File: config.mk
export PLATFORM = sky130hd
export DESIGN_NAME = serial_word_receiver_flat
export DESIGN_NICKNAME = d
export VERILOG_FILES = /design/src/rtl/swr_pkg.sv /design/src/rtl/serial_word_receiver_if.sv /design/src/rtl/swr_out_buf.sv /design/src/rtl/serial_word_receiver.sv /design/src/flat_wrapper.sv
export SDC_FILE = /design/constraint.sdc
export NUM_CORES = 1
export LEC_CHECK = 0
export ABC_CLOCK_PERIOD_IN_PS = 11200
export BUFFER_PORTS_ARGS = -buffer_cell sky130_fd_sc_hd__buf_2
export CORE_ASPECT_RATIO = 1.1
export CORE_MARGIN = 1
export CORE_UTILIZATION = 44
export CTS_CLUSTER_DIAMETER = 40
export CTS_CLUSTER_SIZE = 25
export DETAILED_ROUTE_END_ITERATION = 8
export GPL_TIMING_DRIVEN = 0
export PLACE_DENSITY_LB_ADDON = 0.05
export SKIP_LAST_GASP = 1
export SLEW_MARGIN = 5
export SYNTH_ARGS = -nofsm -noshare
export SYNTH_HDL_FRONTEND = slang
export SYNTH_HIERARCHICAL = 1
export SYNTH_SLANG_ARGS = --single-unit
File: constraint.sdc
create_clock -name clk -period 11.2 [get_ports clk]
set_input_delay 1.68 -clock clk [delete_from_list [all_inputs] [get_ports clk]]
set_output_delay 1.68 -clock clk [all_outputs]
set_load 0.005 [all_outputs]
File: src/rtl/swr_pkg.sv
// swr_pkg: shared FSM states, buffer depth and bit-count width for the serial word receiver.
package swr_pkg;
  typedef enum logic [1:0] {
    IDLE,
    SHIFT
`ifdef SWR_PARITY_EN
    , PARITY
`endif
  } state_e;
  localparam int BUF_DEPTH = 2;
  function automatic int cnt_width(int width);
    return $clog2(width + 1);
  endfunction
endpackage

File: src/rtl/serial_word_receiver_if.sv
// serial_word_receiver_if: serial input strobes plus ready/valid word output and status flags.
interface serial_word_receiver_if #(parameter int WIDTH = 64);
  logic             sin_valid;
  logic             sin_data;
  logic             sin_start;
  logic [WIDTH-1:0] dout;
  logic             dout_valid;
  logic             dout_ready;
  logic             busy;
  logic             overflow;
  logic             parity_err;
  modport master (output sin_valid, sin_data, sin_start, dout_ready,
                  input dout, dout_valid, busy, overflow, parity_err);
  modport slave (input sin_valid, sin_data, sin_start, dout_ready,
                 output dout, dout_valid, busy, overflow, parity_err);
endinterface

File: src/rtl/swr_out_buf.sv
// swr_out_buf: 2-entry ready/valid FIFO; a push into a full buffer lands only if a pop frees a slot that cycle.
module swr_out_buf
  import swr_pkg::*;
#(
  parameter int WIDTH = 64
) (
  input  logic             clk,
  input  logic             rst,
  input  logic             push_i,
  input  logic [WIDTH-1:0] data_i,
  output logic             full_o,
  output logic             valid_o,
  input  logic             ready_i,
  output logic [WIDTH-1:0] data_o
);
  localparam int PW = $clog2(BUF_DEPTH);
  localparam int CW = $clog2(BUF_DEPTH + 1);
  logic [WIDTH-1:0] mem_q [BUF_DEPTH];
  logic [PW-1:0]    wr_q, rd_q;
  logic [CW-1:0]    cnt_q;
  logic             pop, wr;
  assign full_o  = cnt_q == CW'(BUF_DEPTH);
  assign valid_o = cnt_q != '0;
  assign data_o  = mem_q[rd_q];
  assign pop     = valid_o & ready_i;
  assign wr      = push_i & (!full_o | pop);
  always_ff @(posedge clk or posedge rst) begin
    if (rst) begin
      mem_q <= '{default: '0};
      wr_q  <= '0;
      rd_q  <= '0;
      cnt_q <= '0;
    end else begin
      if (wr) mem_q[wr_q] <= data_i;
      wr_q  <= wr_q + PW'(wr);
      rd_q  <= rd_q + PW'(pop);
      cnt_q <= cnt_q + CW'(wr) - CW'(pop);
    end
  end
endmodule

File: src/rtl/serial_word_receiver.sv
// serial_word_receiver: MSB-first framed serial-to-parallel receiver; SWR_PARITY_EN adds an even-parity bit per frame.
module serial_word_receiver
  import swr_pkg::*;
#(
  parameter int WIDTH = 64
) (
  input logic                   clk,
  input logic                   rst,
  serial_word_receiver_if.slave bus
);
  localparam int CW = cnt_width(WIDTH);
`ifdef SWR_PARITY_EN
  localparam int SW = WIDTH;
`else
  localparam int SW = WIDTH - 1;
`endif
  state_e           state_q, state_d;
  logic [CW-1:0]    cnt_q, cnt_d;
  logic [SW-1:0]    sh_q, sh_d;
  logic [WIDTH-1:0] word;
  logic             commit, full, last, ovf_q;
  assign last     = cnt_q == CW'(WIDTH - 1);
  assign bus.busy = state_q != IDLE;
`ifdef SWR_PARITY_EN
  logic bad, perr_q;
  assign word           = sh_q;
  assign bad            = ^sh_q ^ bus.sin_data;
  assign bus.parity_err = perr_q;
`else
  assign word           = {sh_q, bus.sin_data};
  assign bus.parity_err = 1'b0;
`endif
  assign bus.overflow = ovf_q;
  always_comb begin
    state_d = state_q;
    cnt_d   = cnt_q;
    sh_d    = sh_q;
    commit  = 1'b0;
    if (bus.sin_valid) begin
      if (bus.sin_start) begin
        sh_d    = SW'(bus.sin_data);
        cnt_d   = CW'(1);
        state_d = SHIFT;
      end else if (state_q == SHIFT) begin
        sh_d  = SW'({sh_q, bus.sin_data});
        cnt_d = last ? '0 : cnt_q + CW'(1);
`ifdef SWR_PARITY_EN
        state_d = last ? PARITY : SHIFT;
      end else if (state_q == PARITY) begin
        state_d = IDLE;
        commit  = !bad;
`else
        state_d = last ? IDLE : SHIFT;
        commit  = last;
`endif
      end
    end
  end
  always_ff @(posedge clk or posedge rst) begin
    if (rst) begin
      state_q <= IDLE;
      cnt_q   <= '0;
      sh_q    <= '0;
      ovf_q   <= 1'b0;
    end else begin
      state_q <= state_d;
      cnt_q   <= cnt_d;
      sh_q    <= sh_d;
      ovf_q   <= ovf_q | (commit & full & !(bus.dout_valid & bus.dout_ready));
    end
  end
`ifdef SWR_PARITY_EN
  always_ff @(posedge clk or posedge rst) begin
    if (rst) perr_q <= 1'b0;
    else perr_q <= perr_q | (bus.sin_valid & !bus.sin_start & state_q == PARITY & bad);
  end
`endif
  swr_out_buf #(.WIDTH(WIDTH)) u_buf (
    .clk    (clk),
    .rst    (rst),
    .push_i (commit),
    .data_i (word),
    .full_o (full),
    .valid_o(bus.dout_valid),
    .ready_i(bus.dout_ready),
    .data_o (bus.dout)
  );
endmodule

File: src/flat_wrapper.sv
// flat-port wrapper written by rule: the top's interface ports become plain ports
module serial_word_receiver_flat import swr_pkg::*;
#(
  parameter int WIDTH = 64
)
  (clk, rst, bus_sin_valid, bus_sin_data, bus_sin_start, bus_dout_ready, bus_dout, bus_dout_valid, bus_busy, bus_overflow, bus_parity_err);
  serial_word_receiver_if #(.WIDTH(WIDTH)) bus_i ();
  input logic clk;
  input logic rst;
  input wire logic [$bits(bus_i.sin_valid)-1:0] bus_sin_valid;
  input wire logic [$bits(bus_i.sin_data)-1:0] bus_sin_data;
  input wire logic [$bits(bus_i.sin_start)-1:0] bus_sin_start;
  input wire logic [$bits(bus_i.dout_ready)-1:0] bus_dout_ready;
  output wire logic [$bits(bus_i.dout)-1:0] bus_dout;
  output wire logic [$bits(bus_i.dout_valid)-1:0] bus_dout_valid;
  output wire logic [$bits(bus_i.busy)-1:0] bus_busy;
  output wire logic [$bits(bus_i.overflow)-1:0] bus_overflow;
  output wire logic [$bits(bus_i.parity_err)-1:0] bus_parity_err;
  assign bus_i.sin_valid = bus_sin_valid;
  assign bus_i.sin_data = bus_sin_data;
  assign bus_i.sin_start = bus_sin_start;
  assign bus_i.dout_ready = bus_dout_ready;
  assign bus_dout = bus_i.dout;
  assign bus_dout_valid = bus_i.dout_valid;
  assign bus_busy = bus_i.busy;
  assign bus_overflow = bus_i.overflow;
  assign bus_parity_err = bus_i.parity_err;
  serial_word_receiver #(.WIDTH(WIDTH)) u_core (.clk(clk), .rst(rst), .bus(bus_i));
endmodule
==> impl_metrics.csv, run 1 <==
group,metric,value,unit
worst_setup_path,required,9520,ps
synthesis,synth-xor-area-share,0.2979,%
final_layout,fin_cells,933,
worst_setup_path,cp-start-kind,"flip-flop",
timing,fmaxAchievable,290.8,MHz
power_and_ir_drop,power.total,1.832,mW
timing,layout_setup_ws,7762,ps
timing,rsz0062_at_grt,"no",
final_layout,layout_common_cells,"dfrtp_1, mux2_2, buf_2",
worst_setup_path,critPathSlowestCell,"dfrtp_1",
synthesis,synth_cell_type_count,43,
final_layout,seqCellArea,5105,um2
floorplanning,fp.dieArea,20620,um2
global_routing,grt_start_max_net_pins,78,
synthesis,yosysSeqAreaShare,57.88,%
routing,wl_per_cell,18.71,um
place,portBuffers,71,
worst_setup_path,path_cells,"buf_6 > buf_6 > mux2_4 > buf_2",
routing,initialDrtViolationCount,165,
global_routing,grt_pass1_vias,5447,
routing,avgViaCountPerCell,5.341,
place,dp_hpwl,11090,um
synthesis,ys_ff_latch,204,
worst_setup_path,critPathArrivalTime,1760,ps
status,status,"finished, final reports clean",
place,place_congestion,0.7458,
global_routing,grt_pass1_wl,28740,um
clocking,htreeDepth,1,
timing,finalSetupViolations,0,
final_layout,area_growth,20.19,%
power_and_ir_drop,pwr-share-comb,6.6,%
global_routing,grt-ovfl-total,0,
power_and_ir_drop,ir_drop,0.1155,mV
timing,hold_viol_final,0,
worst_hold_path,hold_class,"flip-flop to flip-flop",
worst_setup_path,slowest_delay,350,ps
place,numPlacedInstances,877,
power_and_ir_drop,p_leak,5.407,nW
worst_setup_path,crit_type,"flip-flop to output pin",
place,place_ws,7205,ps
clocking,post_cts_resized,0,
synthesis,ys.flop_type,"dfrtp_1",
timing,final.setup_skew,19.70,ps
synthesis,synth_compound_area_share,7.987,%
final_layout,fill_cells,1596,
floorplanning,dieWidth,137.0,um
power_and_ir_drop,clockPowerShare,52.2,%
worst_setup_path,path_max_fanout,10,
routing,drcViolationCount,0,
timing,tns,0,ps
final_layout,drive_above_1_share,52.92,%
synthesis,synthCells,557,
worst_setup_path,ff2ff_path_depth,9,
final_layout,fin_util,54.74,%
timing,tightest_slew,535.1,ps
synthesis,yosys.area_share.simple,1.830,%
worst_setup_path,crit_path_frequent_cell,"buf_6",
worst_setup_path,reg2reg_from,"u_core/cnt_q[0]",
clocking,hold_buffers,0,
timing,slew_viol_final,0,
timing,min_period,3438,ps
timing,fin_crit_sh,30.70,%
clocking,cts_inserted_buffers,30,
routing,wirelength,17460,um
power_and_ir_drop,power_density,172.9,nW/um2
floorplanning,io_pins,74,
synthesis,synth_top_family_by_area,"multiplexers",
power_and_ir_drop,switchingPower,0.4636,mW
synthesis,ys_warn_count,6,
job,max_cap_violations,0,
routing,vias,4983,
worst_setup_path,end_kind,"output pin",
final_layout,insertedDiodeCount,0,
synthesis,syn_avg_cell_area,15.83,um2
synthesis,synth_mux_area_share,26.77,%
timing,relSlewSlack,64.05,%
global_routing,antenna_found_initial,0,
synthesis,synth-edff-count,0,
synthesis,ys_async_sr_fraction,100.0,%
global_routing,grt_usage,17.86,%
clocking,cts_root_buf,"clkbuf_16",
synthesis,synthAdderAreaFrac,0.5675,%
clocking,post_cts_buffers,0,
clocking,cts.path.max_buffers,3,
floorplanning,start_util,45.55,%
clocking,cts_tree,"done",
final_layout,fin_nets,672,
floorplanning,die-height,150.5,um
final_layout,final_common_cell,"dfrtp_1",
worst_setup_path,r2r-end,"u_core/u_buf/mem_q[61]",
clocking,clk_pin_slew,60,ps
clocking,cts_sinks,204,
floorplanning,core,19360,um2
power_and_ir_drop,p_int,1.369,mW
power_and_ir_drop,p_sw_share,25.30,%
worst_setup_path,rrSetupSlack,8100,ps
worst_setup_path,startpoint,"u_core/u_buf/rd_q",
final_layout,multi_input_area,3307,um2
synthesis,syn_area,8820,um2
routing,ant_nets,0,
clocking,insertion_delay,530,ps
floorplanning,placementRows,53,
routing,drt-pass1-iter-count,4,
worst_setup_path,endpoint,"bus_dout[32]",
power_and_ir_drop,power_frac_seq,41.2,%
synthesis,synth_nets,567,
==> metal layers <==
metal	track usage (%)	share of wire, %	wire [um]
met5	0	0	0
met4	5.110	2.0	350
met3	3.199	4.1	720
met2	29.37	49	8553
met1	24.14	45	7834
==> synthesized netlist by cell type, types with 3 or more instances <==
library cell / count / share of area [%]
a22o_1: 62 / 6.2
buf_6: 13 / 1.7
mux2_2: 143 / 18
nor3_1: 3 / 0.17
or3_1: 3 / 0.21
dfrtp_1: 204 / 58
buf_4: 7 / 0.60
ha_1: 4 / 0.57
mux2_4: 50 / 8.5
clkbuf_8: 12 / 1.9
nand2_1: 8 / 0.34
inv_1: 7 / 0.30
==> worst min-delay path by stage <==
stage,start,to,slack (ps),cells after the start
6_report,u_core/bus.overflow,u_core/bus.overflow,500,1
5_1_grt,u_core/u_buf/mem_q[104],u_core/u_buf/mem_q[104],520,1
4_1_cts,u_core/bus.overflow,u_core/bus.overflow,500,1
3_5_place_dp,u_core/bus.overflow,u_core/bus.overflow,480,1
3_3_place_gp,u_core/bus.overflow,u_core/bus.overflow,470,1
2_1_floorplan,u_core/bus.overflow,u_core/bus.overflow,460,1
==> layout make-up <==
type | instances | area share (%)
Inverter | 7 | 0.3187
Timing Repair Buffer | 73 | 3.801
Clock buffer | 31 | 7.318
Sequential cell | 204 | 48.16
Multi-Input combinational cell | 310 | 31.20
Clock inverter | 25 | 2.691
Buffer | 36 | 3.600
Tap cell | 247 | 2.915
==> flip-flops by register name (all words and copies together) (netlist names) <==
signal	flops
u_core/cnt_q	7
u_core/state_q	1
u_core/sh_q	63
u_core/u_buf/mem_q	128
u_core/u_buf/rd_q	1
u_core/bus.overflow	1
u_core/u_buf/cnt_q	2
u_core/u_buf/wr_q	1
==> power groups by stage <==
stage | logic [mW] | clock network (mW) | registers (mW)
4_1_cts | 0.125 | 0.979 | 0.754
2_1_floorplan | 0.0923 | 0 | 0.765
3_5_place_dp | 0.124 | 0 | 0.768
5_1_grt | 0.133 | 1.01 | 0.756
3_3_place_gp | 0.120 | 0 | 0.767
6_report | 0.122 | 0.956 | 0.755
==> cell families after synthesis <==
kind of cell / Yosys count
flip-flops: 204
multiplexers: 193
AO/OA/AOI/OAI: 82
buffers and inverters: 43
AND/OR/NAND/NOR: 27
adder cells (fa/ha/maj): 4
XOR/XNOR: 3
other: 1
==> critical path, delay by kind of cell, from the launching register on <==
family,cells,cell delay [ps]
buffers and inverters,3,530
DFF,1,350
muxes,1,330
==> metrics by stage <==
stage	instance area (um2)	hold WS, ps
2_1_floorplan	8820	460.2
6_report	10600	498.4
5_1_grt	10600	518.7
3_5_place_dp	9539	481.6
3_3_place_gp	9484	468.4
4_1_cts	10600	501.5
(Power assumes the default switching activity.)
==> inputs of run 2 (changes only) <==
- ABC_CLOCK_PERIOD_IN_PS: 11200 -> 3500
- clock period: 11.2 -> 3.5 ns (I/O delays scaled with it)
==> impl_metrics.csv, run 2 (synthesis results as in run 1) <==
group,metric,value,unit
status,status,"finished, final reports clean",
timing,tightest_slew,533.7,ps
routing,drt-pass1-iter-count,4,
final_layout,fin_util,54.74,%
worst_setup_path,startpoint,"u_core/cnt_q[0]",
global_routing,grt-ovfl-total,0,
routing,vias,5010,
floorplanning,fp.dieArea,20620,um2
final_layout,fin_nets,674,
timing,min_period,3051,ps
final_layout,final_common_cell,"dfrtp_1",
place,dp_hpwl,11100,um
clocking,htreeDepth,1,
worst_setup_path,cp_top_family,"simple AND/OR/NAND/NOR gates",
clocking,insertion_delay,540,ps
global_routing,grt_usage,18.05,%
floorplanning,io_pins,74,
routing,wl_per_cell,18.77,um
global_routing,antenna_found_initial,0,
final_layout,reg.largest.list,"u_core/u_buf/mem_q (128), u_core/sh_q (63), u_core/cnt_q (7)",
final_layout,largest_register_ffs,128,
timing,holdWs,19.93,ps
worst_setup_path,end_kind,"flip-flop",
worst_setup_path,required,3910,ps
clocking,post_cts_buffers,0,
worst_setup_path,critPathArrivalTime,3460,ps
timing,finalSetupViolations,0,
timing,fmaxAchievable,327.7,MHz
job,max_cap_violations,0,
clocking,cts_tree,"done",
worst_hold_path,hold_class,"input pin to asynchronous set/reset pin",
floorplanning,die-height,150.5,um
final_layout,insertedDiodeCount,0,
worst_setup_path,reg2reg_from,"u_core/cnt_q[0]",
clocking,cts.path.max_buffers,3,
final_layout,layout_common_cells,"dfrtp_1, mux2_2, buf_2",
final_layout,area_growth,20.19,%
clocking,post_cts_resized,0,
worst_setup_path,slowest_delay,410,ps
power_and_ir_drop,power_density,547.0,nW/um2
floorplanning,start_util,45.55,%
clocking,hold_buffers,0,
clocking,cts_sinks,204,
routing,wirelength,17510,um
routing,drcViolationCount,0,
timing,hold_viol_final,0,
timing,slew_viol_final,0,
clocking,cts_root_buf,"clkbuf_16",
worst_setup_path,path_cells,"ha_1 > nand2_1 > or3_1 > nor3_1 > a21boi_0 > ha_1 > buf_6 > clkbuf_8 > mux2_2",
routing,avgViaCountPerCell,5.370,
final_layout,drive_above_1_share,52.62,%
timing,rsz0062_at_grt,"no",
worst_setup_path,crit_buf_inv,2,
floorplanning,dieWidth,137.0,um
worst_setup_path,crit_type,"flip-flop to flip-flop",
timing,relSlewSlack,64.34,%
worst_setup_path,rrSetupSlack,450,ps
clocking,clk_pin_slew,60,ps
place,numPlacedInstances,879,
routing,ant_nets,0,
floorplanning,core,19360,um2
power_and_ir_drop,power.total,5.799,mW
final_layout,fin_cells,933,
worst_setup_path,r2r-end,"u_core/u_buf/mem_q[59]",
timing,fin_crit_sh,87.18,%
worst_setup_path,cp-start-kind,"flip-flop",
place,portBuffers,71,
final_layout,largest_register,"u_core/u_buf/mem_q",
routing,initialDrtViolationCount,192,
worst_setup_path,critPathSlowestCell,"nor3_1",
global_routing,grt_pass1_vias,5463,
timing,final.setup_skew,12.29,ps
power_and_ir_drop,ir_drop,0.4344,mV
worst_setup_path,crit_path_frequent_cell,"ha_1",
worst_setup_path,ff2ff_path_depth,9,
floorplanning,placementRows,53,
worst_setup_path,path_max_fanout,10,
power_and_ir_drop,p_leak,5.396,nW
clocking,cts_inserted_buffers,30,
global_routing,grt_start_max_net_pins,44,
place,place_congestion,0.7424,
global_routing,grt_pass1_wl,28850,um
run 2: layer usage:
metal	vias to the layer above	part of all wire (%)	track usage (%)
met5	-	0	0
met4	0	1.9	5.604
met3	30	4.4	3.771
met2	92	49	29.55
met1	2622	45	23.98
li1	2266	-	-
run 2: worst max path at each step:
stage | cells after the start | end
2_1_floorplan | 9 | u_core/u_buf/mem_q[0]
3_3_place_gp | 2 | u_core/cnt_q[2]
3_5_place_dp | 9 | u_core/u_buf/mem_q[13]
4_1_cts | 9 | u_core/u_buf/mem_q[24]
5_1_grt | 9 | u_core/u_buf/mem_q[45]
6_report | 9 | u_core/u_buf/mem_q[59]
run 2: power breakdown:
part           switching, mW  internal, mW
clock                   1.11          1.88
sequential            0.0301          2.39
combinational          0.239         0.157
total                   1.38          4.42
run 2: metrics by stage:
step	setup TNS, ps	area (um2)	setup WS, ps
after floorplan	0	8823	964.1
after global placement	-3185	9488	-49.90
after detailed placement	0	9578	395.6
after CTS	0	10600	381.2
after global routing	0	10600	164.7
final	0	10600	448.7
run 2: final cells by class:
cell class                 instances  area (um2)
timing repair buffer              75       442.9
buffer                            36       381.6
multi-input combinational        310        3307
inverter                           7       32.53
clock buffer                      34       797.0
fill                            1611        8763
sequential                       204        5105
tap                              247       309.0
clock inverter                    20       225.2
